--- src/rtl/adder_rr_arbiter.sv ---
// adder_rr_arbiter: round-robin front end that lets N_REQ requesters share
// one 4-bit ripple-carry adder, with a registered valid/ready response.
//
// state | meaning
// IDLE  | nothing in flight; arbitrate among req on every edge
// EXEC  | operands registered, shared adder settling; result captured next edge
// RESP  | response presented on rsp_*; wait for rsp_ready
module adder_rr_arbiter #(
  parameter int N_REQ = 4,
  parameter int ID_W  = 2
) (
  input  logic               clk,
  input  logic               rst,
  input  logic [N_REQ-1:0]   req,
  input  logic [4*N_REQ-1:0] a_bus,
  input  logic [4*N_REQ-1:0] b_bus,
  input  logic [N_REQ-1:0]   cin_bus,
  output logic [N_REQ-1:0]   grant,
  output logic               busy,
  output logic               rsp_valid,
  input  logic               rsp_ready,
  output logic [ID_W-1:0]    rsp_id,
  output logic [3:0]         rsp_sum,
  output logic               rsp_cout
);
  typedef enum logic [1:0] {IDLE, EXEC, RESP} state_t;

  state_t           state_q, state_d;
  logic [ID_W-1:0]  ptr_q, ptr_d;
  logic [N_REQ-1:0] grant_q, grant_d;
  logic             rsp_valid_q, rsp_valid_d;
  logic [ID_W-1:0]  rsp_id_q, rsp_id_d;
  logic [3:0]       rsp_sum_q, rsp_sum_d;
  logic             rsp_cout_q, rsp_cout_d;
  logic [3:0]       op_a_q, op_a_d;
  logic [3:0]       op_b_q, op_b_d;
  logic             op_cin_q, op_cin_d;

  logic             win_found;
  logic [ID_W-1:0]  win_idx;
  logic [ID_W-1:0]  cand;
  logic [3:0]       add_sum;
  logic             add_cout;

  // Shared adder always works from the registered operands, never from the buses.
  Ripple_Carry_Adder u_adder (
    .A        (op_a_q),
    .B        (op_b_q),
    .Carry_In (op_cin_q),
    .Sum      (add_sum),
    .Carry_Out(add_cout)
  );

  // Find the first requester at or after ptr, wrapping at N_REQ-1.
  always_comb begin
    win_found = 1'b0;
    win_idx   = '0;
    cand      = ptr_q;
    for (int i = 0; i < N_REQ; i++) begin
      if (!win_found && req[cand]) begin
        win_found = 1'b1;
        win_idx   = cand;
      end
      cand = (cand == ID_W'(N_REQ - 1)) ? '0 : cand + 1'b1;
    end
  end

  // Next-state and next-output logic; grant is a single-cycle pulse.
  always_comb begin
    state_d     = state_q;
    ptr_d       = ptr_q;
    grant_d     = '0;
    rsp_valid_d = rsp_valid_q;
    rsp_id_d    = rsp_id_q;
    rsp_sum_d   = rsp_sum_q;
    rsp_cout_d  = rsp_cout_q;
    op_a_d      = op_a_q;
    op_b_d      = op_b_q;
    op_cin_d    = op_cin_q;
    unique case (state_q)
      IDLE: begin
        if (win_found) begin
          op_a_d            = a_bus[{win_idx, 2'b00} +: 4];
          op_b_d            = b_bus[{win_idx, 2'b00} +: 4];
          op_cin_d          = cin_bus[win_idx];
          rsp_id_d          = win_idx;
          grant_d[win_idx]  = 1'b1;
          ptr_d             = (win_idx == ID_W'(N_REQ - 1)) ? '0 : win_idx + 1'b1;
          state_d           = EXEC;
        end
      end
      EXEC: begin
        rsp_sum_d   = add_sum;
        rsp_cout_d  = add_cout;
        rsp_valid_d = 1'b1;
        state_d     = RESP;
      end
      RESP: begin
        if (rsp_ready) begin
          rsp_valid_d = 1'b0;
          state_d     = IDLE;
        end
      end
      default: state_d = IDLE;
    endcase
  end

  // State and output registers; reset discards any in-flight operation.
  always_ff @(posedge clk) begin
    if (rst) begin
      state_q     <= IDLE;
      ptr_q       <= '0;
      grant_q     <= '0;
      rsp_valid_q <= 1'b0;
      rsp_id_q    <= '0;
      rsp_sum_q   <= '0;
      rsp_cout_q  <= 1'b0;
      op_a_q      <= '0;
      op_b_q      <= '0;
      op_cin_q    <= 1'b0;
    end else begin
      state_q     <= state_d;
      ptr_q       <= ptr_d;
      grant_q     <= grant_d;
      rsp_valid_q <= rsp_valid_d;
      rsp_id_q    <= rsp_id_d;
      rsp_sum_q   <= rsp_sum_d;
      rsp_cout_q  <= rsp_cout_d;
      op_a_q      <= op_a_d;
      op_b_q      <= op_b_d;
      op_cin_q    <= op_cin_d;
    end
  end

  assign grant     = grant_q;
  assign busy      = (state_q != IDLE);
  assign rsp_valid = rsp_valid_q;
  assign rsp_id    = rsp_id_q;
  assign rsp_sum   = rsp_sum_q;
  assign rsp_cout  = rsp_cout_q;
endmodule

// Ripple_Carry_Adder: 4-bit adder built from a chain of full adders.
module Ripple_Carry_Adder (
  input  logic [3:0] A,
  input  logic [3:0] B,
  input  logic       Carry_In,
  output logic [3:0] Sum,
  output logic       Carry_Out
);
  logic [4:0] carry;

  assign carry[0] = Carry_In;

  // One full adder per bit; carry ripples from bit 0 upward.
  for (genvar i = 0; i < 4; i++) begin : g_fa
    assign Sum[i]     = A[i] ^ B[i] ^ carry[i];
    assign carry[i+1] = (A[i] & B[i]) | (carry[i] & (A[i] ^ B[i]));
  end

  assign Carry_Out = carry[4];
endmodule
--- config.mk ---
export PLATFORM = sky130hd
export DESIGN_NAME = adder_rr_arbiter
export DESIGN_NICKNAME = d
export VERILOG_FILES = /design/src/rtl/adder_rr_arbiter.sv
export SDC_FILE = /design/constraint.sdc
export NUM_CORES = 1
export LEC_CHECK = 0
export CORE_AREA = 2 2 68 70
export CTS_BUF_LIST = sky130_fd_sc_hd__clkbuf_4 sky130_fd_sc_hd__clkbuf_8
export DETAILED_ROUTE_END_ITERATION = 16
export DIE_AREA = 0 0 70 72
export HOLD_SLACK_MARGIN = 0.1
export PLACE_DENSITY = 0.8
export SETUP_SLACK_MARGIN = 0.4
export SYNTH_ARGS = -nofsm -noshare
export SYNTH_HDL_FRONTEND = slang
export SYNTH_SLANG_ARGS = --single-unit
export TNS_END_PERCENT = 30
--- constraint.sdc ---
create_clock -name clk -period 4.35 [get_ports clk]
set_clock_uncertainty 0.2 [all_clocks]
set_input_delay 0.6525 -clock clk [delete_from_list [all_inputs] [get_ports clk]]
set_output_delay 0.6525 -clock clk [all_outputs]
set_load 0.02 [all_outputs]
Word level (Yosys, flattened, before mapping). Cells that the tools add are included.

Register bits after elaboration: 25. Input port bits: 43. Output and inout port bits: 13. Logic and storage cells: 95.

Add/subtract/negate cells: 4. Order comparisons: 6. Equality and inequality tests: 8. Shift operators: 2. Multiplexer cells: 29. Bitwise operators: 22. Reduce and logical (&&, ||, !) cells: 14.

Operator list (count): $shiftx 16x5->4 (2); $mux 2 (10); $lt 2x3->1 const B (5); $mux 1 (11); $bmux 1 s2 (5); $eq 2x2->1 const B (5); $add 2x1->2 const B (4); $and 1x1->1 (8); $xor 1x1->1 (8); $pmux 2 s3 (1); $reduce_and 2->1 (3); $logic_and 1x1->1 (4); $ne 2x2->1 const B (2); $or 1x1->1 (4); $reduce_bool 2->1 (2); $logic_not 1->1 (3); $reduce_or 3->1 (1); $demux 1 s2 (1); $eq 2x1->1 const B (1); $ge 2x1->1 const B (1); $logic_not 2->1 (1); $not 1->1 (2); $pmux 1 s2 (1).

Depth between registers and ports, before layout. Gate-level depths: netlist of the first run.

Depth in word-level cells: 16. Gate-level depth with buffers: 12. Gate-level depth less buffers: 9.

By module. A second synthesis of the first run with hierarchy kept.

Cell total of the unflattened synthesis: 167. Area total of the unflattened synthesis: 1644.1 µm².

Modules (own cells, without submodules): adder_rr_arbiter (times used 1, cells an instance 153, area an instance 1526.5 µm², sequential area each 500.5 µm²); Ripple_Carry_Adder (times used 1, cells an instance 14, area an instance 117.6 µm², sequential area each 0.0 µm²).

Least setup slack after synthesis of the first run. Ideal clock, no wire load.

Kind: reg-to-reg. Start point: register ptr_q[0]. End point: register ptr_q[1]. Setup time: 0.071 ns. Arrival: 3.172 ns. Required time: 4.079 ns. Slack: 0.907 ns. Stages on the path, launching flop included: 12. Buffers on the path: 2. Clock period less this slack: 3.443 ns. Cells stage by stage: dfxtp_1 -> ha_1 -> buf_2 -> nor2_2 -> mux4_2 -> nor2_1 -> mux2i_1 -> clkbuf_1 -> inv_1 -> ha_1 -> or2_2 -> a21oi_1.

Longest elaborated chain between the ends: 14. Elaborated cells between the ends (all ways): 35. Classes of those cells: add/sub: 4; eq/ne: 4; mux: 20; reduce/logical: 7.

Ends and longest elaborated chain: start, declared (line 29) `logic [ID_W-1:0] ptr_q, ptr_d;`; start signal, assigned (line 123) `ptr_q <= ptr_d;`; parallel branches: the longest is 11 deep, another holds $add 2x1->2; $mux 2 * (line 60) `if (!win_found && req[cand]) begin`; named net win_idx[0] (line 40) `logic [ID_W-1:0] win_idx;`; $add 2x1->2 / $eq 2x2->1 (equally long branches) (line 88) `ptr_d = (win_idx == ID_W'(N_REQ - 1)) ? '0 : win_idx + 1'b1;`; $mux 2 * (line 88).

Mark *: on every way through the listed nets, which the timed path passes. The select of a mux whose other input is x is not followed. A chain may end at the register's enable or synchronous reset.

Final worst setup path of the first run.
Start point: register ptr_q[0]. End point: register op_a_q[3].

Longest elaborated chain between the ends: 13. Elaborated cells between the ends (all ways): 33. Classes of those cells: add/sub: 3; eq/ne: 3; shift: 1; mux: 19; reduce/logical: 7.

Ends and longest elaborated chain: parallel branches: the longest is 11 deep, another holds $add 2x1->2; $mux 2 * (line 60); named net win_idx[1] (line 40); $shiftx 16x5->4 * (line 83) `op_a_d = a_bus[{win_idx, 2'b00} +: 4];`; end signal, assigned (line 129) `op_a_q <= op_a_d;`; end, declared (line 35) `logic [3:0] op_a_q, op_a_d;`.

Marks and branches as above.

==> impl_metrics.yaml, run 1 <==
min_path:
  hp-class: "reg -> reg"
placement:
  gp_congestion: 0.793
  dpl.hpwl_um: 2670
  io_buffers: 55
  placed_area_um2: 2220
cts:
  hold_buffers: 0
  clock_path_buffers: 2
  cts_resized: 0
  clk_pin_slew_ns: 0.08
  clk_latency_ns: 0.26
  cts_tree: "built"
  numCtsBuffers: 3
  cts_sinks: 25
  postCtsSetupRepairBufs: 0
  cts_root_buf: "clkbuf_8"
  h-tree-depth: 1
synthesis:
  synth_xor_area_share_pct: 0
  yosys-mux-area-fraction_pct: 17.0
  synth_flop_cell: "dfxtp_1"
  synth_area_um2: 1640
  yosys.area_share.simple_pct: 16.6
  synth_edf_count: 0
  synth_seq_cells: 25
  yosysSeqAreaShare_pct: 30.5
  async_flop_share_pct: 0
  synth_fp_nets: 218
  yosysWarnings: 0
  synth_fa_ha_area_share_pct: 8.70
  synth_top_family_by_area: "compound AO/OA/AOI/OAI gates"
  avgSynthCellArea_um2: 9.87
  synth_cells: 166
  ys_types: 41
  synth_compound_area_share_pct: 20.8
route:
  vias: 1393
  wl_met3_um: 238
  dr.pass1.iters: 4
  drt-met1-wl_um: 1560
  dr.max_layer_used: "met4"
  routed_via_density: 5.24
  route.met2.wl_um: 1630
  ant_nets: 0
  drc: 0
  routed_wl_um: 3450
  wl_per_cell_um: 13.0
  drt_iter0_markers: 72
timing:
  rsz0062_at_grt: "no"
  setup_tns_ns: 0
  period_share_pct: 81.8
  hold_viol: 0
  fin_crit_ns: 3.56
  max_slew_margin_pct: 53.7
  setup_viol: 0
  slew_viol_final: 0
  fmax_ghz: 0.281
  worstMarginPinSlew_ns: 0.693
die:
  die_x_um: 70
  ios: 56
  rows: 24
  dieArea_um2: 5040
  start_util_pct: 38.4
  die_h_um: 72
  core_area_um2: 4260
power:
  power.density_nw_per_um2: 617
  switching_share_pct: 41.9
  p_int_mw: 0.815
  p_leak_nw: 0.885
  p_seq_share_pct: 25.9
  clkPwrFrac_pct: 10.0
  p_comb_share_pct: 64.1
  p_sw_mw: 0.587
  ir_drop_mv: 0.250
worst_setup_path:
  slowest_delay_ns: 0.66
  cp_top_family: "simple AND/OR/NAND/NOR gates"
  crit_required_ns: 4.34
  start_kind: "register"
  path_buf_inv: 0
  cp.arrival_ns: 3.55
  cp_cell_sequence: "ha_1 -> nor2_2 -> mux4_2 -> or4_4 -> a32oi_4 -> or3b_1 -> o221ai_2"
  path_max_fanout: 17
  setup.worst_path.class: "reg -> reg"
  worstSetupEndpointType: "register"
  crit_slowest_cell: "dfxtp_1"
grt:
  grt_usage_pct: 14.8
  grt_overflow_total: 0
  antenna_found_initial: 0
  grt_pass1_wl_um: 6220
  grt_pass1_vias: 1398
  grt_max_degree: 24
final_layout:
  num-nets-final: 267
  final_common_cell: "clkdlybuf4s50_1"
  finish.utilization_pct: 53.3
  design_area_um2: 2270
  mostFrequentLayoutCells: "clkdlybuf4s50_1, dfxtp_1, mux2i_1"
  areaGrowthSynthToFinish_pct: 38.6
  drive_gt1_share_pct: 11.2
  diodes: 0
run_status:
  status: "finished clean"
flow_run:
  cap_violations: 0
routing by layer:
metal  GRT usage, %  up-vias
met5              0        -
met4           3.85        0
met3           3.19        2
met2           25.0       57
met1           19.5      632
li1               -      702
power groups by stage:
stage,Sequential [mW],Combinational [mW],Clock (mW)
after floorplan,0.395,0.637,0
after global placement,0.369,0.894,0
after detailed placement,0.368,0.904,0
after CTS,0.363,0.912,0.147
after global routing,0.374,0.993,0.157
final,0.363,0.898,0.141
state kept, by name, summed over array words and instances (netlist names):
| register | cells |
|---|---|
| grant | 4 |
| ptr_q | 2 |
| op_cin_q | 1 |
| state_q | 2 |
| op_b_q | 4 |
| op_a_q | 4 |
| rsp_sum | 4 |
| rsp_id | 2 |
| rsp_cout | 1 |
| rsp_valid | 1 |
per-stage QoR:
stage          worst slack (ns)  power [mW]  hold WS [ns]  instances
2_1_floorplan             0.907        1.03         0.276        166
3_3_place_gp              0.610        1.26         0.272        262
3_5_place_dp              0.561        1.27         0.286        262
4_1_cts                   0.796        1.42         0.308        266
5_1_grt                   0.583        1.52         0.334        266
6_report                  0.790        1.40         0.299        266
worst reg2reg max path: stages (launching register included):
cell	delay (ns)
dfxtp_1	0.66
ha_1	0.42
nor2_2	0.10
mux4_2	0.46
or4_4	0.54
a32oi_4	0.26
or3b_1	0.61
o221ai_2	0.24
cell type report:
| type | instances | area [um2] |
|---|---|---|
| clock buffers | 4 | 48.8 |
| multi-input cells | 116 | 1050 |
| flip-flops and latches | 25 | 500 |
| repair buffers | 57 | 566 |
| well taps | 52 | 65.1 |
| fillers | 381 | 1990 |
| inverters | 12 | 45.0 |
cell families after synthesis:
kind of cell / count (synthesis)
flip-flops: 25
multiplexers: 25
buffers and inverters: 25
adder cells (fa/ha/maj): 9
AND/OR/NAND/NOR: 46
AO/OA/AOI/OAI: 36
synth_stat cells, types with 2 or more instances:
cell / number / area [um2]
inv_1: 12 / 45.0
clkbuf_1: 9 / 33.8
a21oi_1: 3 / 15.0
a31oi_1: 2 / 12.5
fa_1: 4 / 80.1
ha_1: 5 / 62.6
nand2_1: 4 / 15.0
o221ai_2: 9 / 135
dfxtp_1: 25 / 500
o211ai_1: 2 / 15.0
buf_2: 2 / 10.0
and2_1: 4 / 25.0
mux2i_1: 23 / 230
nand3b_1: 10 / 75.1
nor2_1: 13 / 48.8
a211oi_1: 3 / 22.5
o21ai_0: 7 / 35.0
nor3b_1: 3 / 22.5
or3_1: 2 / 12.5
or2_2: 3 / 18.8
path summary, 6_finish.rpt:
kind | startpoint | to | slack, ns | cells past startpoint
setup / recovery | ptr_q[0] | op_a_q[3] | 0.79 | 7
hold / removal | rsp_sum[0] | rsp_sum[0] | 0.30 | 2
setup reg to reg | ptr_q[0] | op_a_q[3] | 0.79 | 7
hold reg to reg | rsp_sum[0] | rsp_sum[0] | 0.30 | 2
Power figures use the tool's default switching activity.
==> run 2: changes to the inputs <==
PLACE_DENSITY = 0.83   (was 0.8)
clock period = 3.2 ns   (was 4.35 ns; I/O delays follow)
==> impl_metrics.yaml, run 2 (synthesis gave the netlist of run 1 again) <==
cts:
  clock_path_buffers: 2
  h-tree-depth: 1
  clk_latency_ns: 0.27
  numCtsBuffers: 3
  clk_pin_slew_ns: 0.09
  cts_root_buf: "clkbuf_8"
  cts_sinks: 25
  cts_tree: "built"
  hold_buffers: 0
worst_setup_path:
  setup.worst_path.class: "reg -> reg"
  cp.arrival_ns: 2.95
  crit_required_ns: 3.20
  reg2reg_depth: 8
  path_max_fanout: 9
  worstSetupEndpointType: "register"
  start_kind: "register"
final_layout:
  n_fill_cell: 403
  final_common_cell: "clkdlybuf4s50_1"
  diodes: 0
  areaGrowthSynthToFinish_pct: 50.4
  seq_area_um2: 508
  mostFrequentLayoutCells: "clkdlybuf4s50_1, dfxtp_1, mux2i_1"
  drive_gt1_share_pct: 20.8
  num-nets-final: 284
  multi_input_area_um2: 1070
timing:
  max_slew_margin_pct: 53.8
  setup_tns_ns: 0
  period_share_pct: 92.1
  worstMarginPinSlew_ns: 0.692
  fmax_ghz: 0.339
  fin_hold_ws_ns: 0.306
  rsz0062_at_grt: "yes"
  slew_viol_final: 0
  setup_viol: 0
  hold_viol: 0
  fin_crit_ns: 2.95
flow_run:
  cap_violations: 0
grt:
  grt_pass1_vias: 1498
  grt_pass1_wl_um: 6690
  antenna_found_initial: 0
  grt_usage_pct: 16.5
  grt_overflow_total: 0
  grt_max_degree: 22
route:
  routed_wl_um: 3740
  vias: 1461
  wl_per_cell_um: 13.2
  drt_iter0_markers: 85
  routed_via_density: 5.16
  drc: 0
  dr.pass1.iters: 4
  ant_nets: 0
die:
  dieArea_um2: 5040
  rows: 24
  start_util_pct: 38.4
  core_area_um2: 4260
  die_x_um: 70
  die_h_um: 72
  ios: 56
power:
  ir_drop_mv: 0.372
  power.density_nw_per_um2: 876
  p_leak_nw: 0.984
  p_total_mw: 2.16
min_path:
  hp-class: "reg -> reg"
  hold_depth: 2
placement:
  dpl.hpwl_um: 2880
  io_buffers: 55
  gp_congestion: 0.793
run_status:
  status: "finished clean"
[run 2: cell types whose count changed in the layout (fill, tap and decap cells not counted), moves of 2 or more]
cell             delta
buf_4              +13
nor2_4              +2
dfxtp_4             +2
clkdlybuf4s50_1     -2
buf_12              +2
dlygate4sd2_1       +2
dfxtp_1             -2
[run 2: final cells by class]
class	count	area share, %
Timing Repair Buffer	74	29.5
Tap cell	52	2.64
Sequential cell	25	20.6
Clock buffer	3	1.68
Inverter	12	1.83
Clock inverter	1	0.203
Multi-Input combinational cell	116	43.6
[run 2: critical path, cell delays in order, from the launching register on]
cell and delay [ns]:
dfxtp_4 0.37, ha_4 0.19, nor2_4 0.11, mux4_2 0.53, or4_4 0.51, a32oi_4 0.26, or3b_4 0.42, buf_8 0.16
o221ai_2 0.14
[run 2: what timing repair did]
item	CTS	global route
setup endpoints to repair	11	11
setup buffers	2	1
pin swaps	2	0
gates resized for setup	7	2
[run 2: worst paths after layout]
path,slack (ns),from,endpoint
worst max-delay path,0.25,ptr_q[1],op_a_q[3]
worst min-delay path,0.31,rsp_sum[3],rsp_sum[3]
worst max register to register,0.25,ptr_q[1],op_a_q[3]
worst min register to register,0.31,rsp_sum[3],rsp_sum[3]
[run 2: per-layer routing]
layer  GRT usage [%]  part of all wire [%]  vias to the layer above
met2            28.3                    49                       58
li1                -                     -                      735
met4            5.98                   1.4                        0
met1            20.4                    43                      664
met5               0                     0                        -
met3            3.75                   6.5                        4
[run 2: stage by stage]
stage | cells | cell area, um2 | setup slack (ns) | util, %
6_report | 283 | 2460 | 0.254 | 57.8
5_1_grt | 283 | 2460 | 0.197 | 57.8
4_1_cts | 282 | 2450 | 0.242 | 57.4
3_5_place_dp | 276 | 2380 | -0.132 | 55.8
3_3_place_gp | 276 | 2380 | -0.113 | 55.8
2_1_floorplan | 166 | 1680 | 0.170 | -
[run 2: report_power, final]
part           leakage, nW  switching, mW  internal, mW  total (mW)
registers            0.207         0.0594         0.421       0.480
clock network       0.0255         0.0996        0.0872       0.187
logic                0.752          0.711         0.781        1.49
total                0.984          0.870          1.29        2.16
